[config.mk]
export PLATFORM = sky130hd
export DESIGN_NAME = seg_scan_mux
export DESIGN_NICKNAME = d
export VERILOG_FILES = /design/src/rtl/seg_scan_mux.sv
export SDC_FILE = /design/constraint.sdc
export NUM_CORES = 1
export LEC_CHECK = 0
export ABC_AREA = 1
export CAP_MARGIN = 0
export CORE_MARGIN = 8
export CORE_UTILIZATION = 31
export DETAILED_ROUTE_END_ITERATION = 7
export GPL_TIMING_DRIVEN = 0
export PLACE_DENSITY_LB_ADDON = 0.2
export SLEW_MARGIN = 20
export SYNTH_ARGS = -nofsm -noshare
export SYNTH_HDL_FRONTEND = slang
export SYNTH_SLANG_ARGS = --single-unit
[constraint.sdc]
create_clock -name clk -period 5.1 [get_ports clk]
set_input_delay 0.765 -clock clk [delete_from_list [all_inputs] [get_ports clk]]
set_output_delay 0.765 -clock clk [all_outputs]
set_load 0.05 [all_outputs]
[src/rtl/seg_scan_mux.sv]
// seg_scan_mux: N-digit multiplexed seven-segment display driver.
// Takes raw 4-bit digit codes and decodes them internally. Each frame uses one
// snapshot of all inputs. Adds per-digit enable, leading-zero blanking,
// anti-ghosting dead time at every slot change and 16-level brightness PWM.
// Optional feature macro: HEX_DIGIT_EN (codes 10-15 decode to A,b,C,d,E,F;
// when undefined those codes decode to a dark glyph).
module seg_scan_mux #(
    parameter int NUM_DIG   = 6,
    parameter int TICK_DIV  = 50000,
    parameter int BLANK_CYC = 16
) (
    input  logic                   clk,
    input  logic                   rst,
    input  logic [4*NUM_DIG-1:0]   i_digit,
    input  logic [NUM_DIG-1:0]     i_dp,
    input  logic [NUM_DIG-1:0]     i_dig_en,
    input  logic                   i_lz_blank,
    input  logic [3:0]             i_bright,
    output logic [6:0]             o_seg,
    output logic                   o_seg_dp,
    output logic [NUM_DIG-1:0]     o_seg_enb,
    output logic                   o_frame
);

    localparam int CW = $clog2(TICK_DIV);
    localparam int SW = $clog2(NUM_DIG);
    localparam logic [CW-1:0]      CNT_LAST  = CW'(TICK_DIV - 1);
    localparam logic [SW-1:0]      SLOT_LAST = SW'(NUM_DIG - 1);
    localparam logic [31:0]        SPAN      = 32'(TICK_DIV - BLANK_CYC);
    localparam logic [31:0]        WIN_START = 32'(BLANK_CYC);
    localparam logic [NUM_DIG-1:0] SEL_ONE   = NUM_DIG'(1);

    logic [CW-1:0]        cnt;
    logic [SW-1:0]        slot;
    logic                 cap_pend;

    logic [4*NUM_DIG-1:0] snap_digit;
    logic [NUM_DIG-1:0]   snap_dp;
    logic [NUM_DIG-1:0]   snap_en;
    logic                 snap_lz;
    logic [3:0]           snap_bright;

    logic                 frame_wrap;
    logic [31:0]          lit_len;
    logic [31:0]          cnt_ext;
    logic                 in_window;
    logic                 lz_hide;
    logic                 slot_lit;
    logic [3:0]           cur_code;

    // Seven-segment glyph table, output order {a,b,c,d,e,f,g}
    function automatic logic [6:0] decode(input logic [3:0] code);
        case (code)
            4'h0:    decode = 7'b1111110;
            4'h1:    decode = 7'b0110000;
            4'h2:    decode = 7'b1101101;
            4'h3:    decode = 7'b1111001;
            4'h4:    decode = 7'b0110011;
            4'h5:    decode = 7'b1011011;
            4'h6:    decode = 7'b1011111;
            4'h7:    decode = 7'b1110000;
            4'h8:    decode = 7'b1111111;
            4'h9:    decode = 7'b1110011;
`ifdef HEX_DIGIT_EN
            4'hA:    decode = 7'b1110111;
            4'hB:    decode = 7'b0011111;
            4'hC:    decode = 7'b1001110;
            4'hD:    decode = 7'b0111101;
            4'hE:    decode = 7'b1001111;
            4'hF:    decode = 7'b1000111;
`endif
            default: decode = 7'b0000000;
        endcase
    endfunction

    // The last cycle of the last slot closes the frame and triggers a new snapshot
    assign frame_wrap = (cnt == CNT_LAST) && (slot == SLOT_LAST);

    // Lit window length scales the post-dead-time span by (bright+1)/16
    assign lit_len   = (SPAN * (32'(snap_bright) + 32'd1)) >> 4;
    assign cnt_ext   = 32'(cnt);
    assign in_window = (cnt_ext >= WIN_START) && (cnt_ext < (WIN_START + lit_len));

    // A digit is a leading zero when it and every digit above it are zero
    assign cur_code  = snap_digit[{slot, 2'b00} +: 4];
    assign lz_hide   = snap_lz && (slot != '0) && ((snap_digit >> {slot, 2'b00}) == '0);
    assign slot_lit  = snap_en[slot] && !lz_hide && in_window;

    // Prescaler counts out one digit slot; the slot index advances when it wraps
    always_ff @(posedge clk) begin
        if (rst) begin
            cnt  <= '0;
            slot <= '0;
        end else if (cnt == CNT_LAST) begin
            cnt  <= '0;
            slot <= (slot == SLOT_LAST) ? '0 : slot + SW'(1);
        end else begin
            cnt  <= cnt + CW'(1);
        end
    end

    // Snapshot inputs on the first cycle out of reset and at every frame wrap
    always_ff @(posedge clk) begin
        if (rst) begin
            cap_pend    <= 1'b1;
            snap_digit  <= '0;
            snap_dp     <= '0;
            snap_en     <= '0;
            snap_lz     <= 1'b0;
            snap_bright <= '0;
        end else begin
            cap_pend <= 1'b0;
            if (cap_pend || frame_wrap) begin
                snap_digit  <= i_digit;
                snap_dp     <= i_dp;
                snap_en     <= i_dig_en;
                snap_lz     <= i_lz_blank;
                snap_bright <= i_bright;
            end
        end
    end

    // Registered pin drivers: one cycle behind the counter state they reflect
    always_ff @(posedge clk) begin
        if (rst) begin
            o_seg     <= '0;
            o_seg_dp  <= 1'b0;
            o_seg_enb <= '1;
            o_frame   <= 1'b0;
        end else begin
            o_frame <= frame_wrap;
            if (slot_lit) begin
                o_seg     <= decode(cur_code);
                o_seg_dp  <= snap_dp[slot];
                o_seg_enb <= ~(SEL_ONE << slot);
            end else begin
                o_seg     <= '0;
                o_seg_dp  <= 1'b0;
                o_seg_enb <= '1;
            end
        end
    end

endmodule

==> results of run 1 <==
==> cells in the mapped netlist, types with 7 or more instances <==
master	instances
nor3_1	8
o21ai_1	10
a22oi_1	7
nand4_1	12
a21oi_1	41
nand2_2	12
o21ai_0	65
dfxtp_1	76
nor2_1	90
nor2_2	10
clkbuf_1	9
ha_1	52
inv_2	14
nand3_1	26
xor2_1	9
inv_1	77
nand2_1	94
==> registers in the layout, summed over array words and instances, names as in the netlist <==
| register | cells |
|---|---|
| o_seg_enb | 6 |
| o_frame | 1 |
| cnt | 16 |
| slot | 3 |
| snap_digit | 24 |
| snap_dp | 6 |
| snap_lz | 1 |
| o_seg_dp | 1 |
| snap_bright | 4 |
| cap_pend | 1 |
| o_seg | 7 |
| snap_en | 6 |
==> timing repair <==
| action | in CTS | in global routing |
|---|---|---|
| buffers inserted | 0 | 1 |
| setup endpoints to repair | 0 | 14 |
| resized for setup | 0 | 3 |
==> cell type report <==
type                            count  area [um2]  share of cell area [%]
Multi-Input combinational cell    494        3020                    49.1
Sequential cell                    76        1520                    24.7
Timing Repair Buffer               58         578                    9.40
Inverter                           92         345                    5.61
Tap cell                          216         270                    4.39
Clock buffer                       12         267                    4.33
Buffer                             15        78.8                    1.28
Clock inverter                      4        70.1                    1.14
==> per-stage QoR <==
| step | worst slack (ps) | std cells | total power, mW | area, um2 |
|---|---|---|---|---|
| floorplan | 891 | 677 | 0.923 | 4960 |
| global placement | 348 | 950 | 1.03 | 5800 |
| detailed placement | 284 | 950 | 1.04 | 5800 |
| CTS | 260 | 966 | 1.75 | 6130 |
| global route | 1.77 | 967 | 1.84 | 6150 |
| finish | 467 | 967 | 1.73 | 6150 |
==> kinds of logic after synthesis <==
family / synth area share, %
AND/OR/NAND/NOR: 27.5
adder cells (fa/ha/maj): 13.5
flip-flops: 30.7
XOR/XNOR: 2.80
buffers and inverters: 8.56
AO/OA/AOI/OAI: 16.9
==> worst paths after layout <==
kind	to	slack, ps
worst max-delay path	o_seg[4]	470
worst min-delay path	snap_digit[3]	450
worst max register to register	o_seg[4]	470
worst min register to register	snap_digit[3]	450
==> per-layer routing <==
metal	routed length [um]	up-vias	part of all wire [%]	global-route usage, %
li1	-	2376	-	-
met1	6620	2058	50	18.4
met2	5860	118	44	20.8
met3	589	15	4.4	2.75
met4	177	0	1.3	3.75
met5	0	-	0	0
==> power by group <==
group / switching (mW) / internal [mW]
combinational: 0.236 / 0.161
sequential: 0.0149 / 0.619
clock: 0.235 / 0.466
==> worst min-delay path, stage by stage (launching register included) <==
cell and delay [ps]:
dfxtp_1 310, inv_1 50, a21oi_1 50
==> cell usage in the layout (no fill, tap or decap), types with 3 or more instances in the layout <==
cell type        count
nand2_1             94
nor2_1              90
inv_1               76
dfxtp_1             76
o21ai_0             65
clkdlybuf4s50_1     57
ha_1                51
a21oi_1             41
nand3_1             26
inv_2               15
nand2_2             12
nand4_1             12
o21ai_1             10
nor2_2              10
clkbuf_1             9
clkbuf_16            9
xor2_1               8
nor3_1               8
a22oi_1              7
nand2_4              6
nand3_2              6
xnor2_1              5
nor2_4               4
buf_2                3
nor4_1               3
clkbuf_8             3
==> impl_metrics.env, run 1 <==
export IMPL_port_buffers=57
export IMPL_root_buffer="clkbuf_16"
export IMPL_drcViolationCount=0
export IMPL_synth_top_cell_by_area="dfxtp_1"
export IMPL_place_gp_congestion=0.861
export IMPL_grt_pass1_wl_um=21900
export IMPL_drt_iter0_drc=313
export IMPL_start_util_pct=31.4
export IMPL_cp_depth=31
export IMPL_maxCapViolCount=0
export IMPL_place_hpwl_um=11000
export IMPL_synth_top_cell_area_share_pct=30.7
export IMPL_cts_hold_buf=0
export IMPL_num_antenna_cells=0
export IMPL_wl_per_cell_um=13.7
export IMPL_fillCellCount=1698
export IMPL_utilization_pct=39.0
export IMPL_clk_pin_slew_ps=60
export IMPL_hold_path_class="reg -> reg"
export IMPL_cp_end_kind="flip-flop"
export IMPL_firstDrtPassIters=5
export IMPL_setup_violations=0
export IMPL_max_slew_margin_rel_pct=62.3
export IMPL_synthArstFlopShare_pct=0
export IMPL_final_nets=842
export IMPL_grt_pass1_vias=4482
export IMPL_syn_nets=773
export IMPL_worst_slew_pin_slew_ps=565
export IMPL_fin_skew_ps=6.99
export IMPL_cts_buffer_depth=2
export IMPL_drt_wl_total_um=13300
export IMPL_hold_start="snap_digit[3]"
export IMPL_min_period_ps=4630
export IMPL_vias=4567
export IMPL_die_area_um2=20300
export IMPL_ys_warn_count=0
export IMPL_area_growth_synth_to_final_pct=24.1
export IMPL_final_layout_size_suffix_gt1_share_pct=12.3
export IMPL_hold_slack_ps=453
export IMPL_clkLatencyLatePin_ps=330
export IMPL_die_y_um=142
export IMPL_worst_path_buf_inv=3
export IMPL_grt_max_degree=13
export IMPL_synth_edf_count=0
export IMPL_rsz0062_at_grt="false"
export IMPL_htreeDepth=3
export IMPL_antenna_found_initial=0
export IMPL_finalMaxSlewViolations=0
export IMPL_synth_ff_type="dfxtp_1"
export IMPL_fin_crit_sh_pct=90.8
export IMPL_max_freq_mhz=216
export IMPL_synth_area_top_cells="dfxtp_1 31%, ha_1 13%, nand2_1 7.1%"
export IMPL_crit_path_top_delay_cell="dfxtp_1"
export IMPL_ys_seq_area_share_pct=30.7
export IMPL_tns_ps=0
export IMPL_die_w_um=142
export IMPL_required_ps=5370
export IMPL_clock_sinks=76
export IMPL_max_stage_delay_ps=440
export IMPL_syn_inst=677
export IMPL_critPathLaunch="snap_bright[0]"
export IMPL_cpMostUsedCell="nand2_1"
export IMPL_p_leak_nw=2.70
export IMPL_critPathArrivalTime_ps=4900
export IMPL_ff2ff_path_depth=31
export IMPL_reg2reg_from="snap_bright[0]"
export IMPL_power_density_nw_per_um2=282
export IMPL_boundaryPins=58
export IMPL_critPathLaunchType="flip-flop"
export IMPL_vdd_drop_max_mv=0.167
export IMPL_critical_path_class="reg -> reg"
export IMPL_syn_cell_area_um2=4960
export IMPL_path_delay_family="simple AND/OR/NAND/NOR gates"
export IMPL_hold_viol=0
export IMPL_grt_overflow=0
export IMPL_core_um2=15800
export IMPL_status="complete, no violations"
export IMPL_synth_cell_types=51
export IMPL_crit_fanout=8
export IMPL_detail_route_antenna_nets=0
export IMPL_cts_tree="yes"
export IMPL_avgSynthCellArea_um2=7.32
export IMPL_numCtsBuffers=9
export IMPL_track_usage_pct=13.4
export IMPL_ys_seq_elements=76
export IMPL_hold_depth=2
export IMPL_row_count=46
export IMPL_vias_per_cell=4.72
(Power assumes the default switching activity.)
==> run 2: changes to the inputs <==
==> constraint.sdc (replaced) <==
create_clock -name clk -period 5.1 [get_ports clk]
set_input_delay 1.02 -clock clk [delete_from_list [all_inputs] [get_ports clk]]
set_output_delay 1.02 -clock clk [all_outputs]
set_load 0.05 [all_outputs]
==> results of run 2 <==
No change in the layout: final DEF, timing and power equal those of run 1.
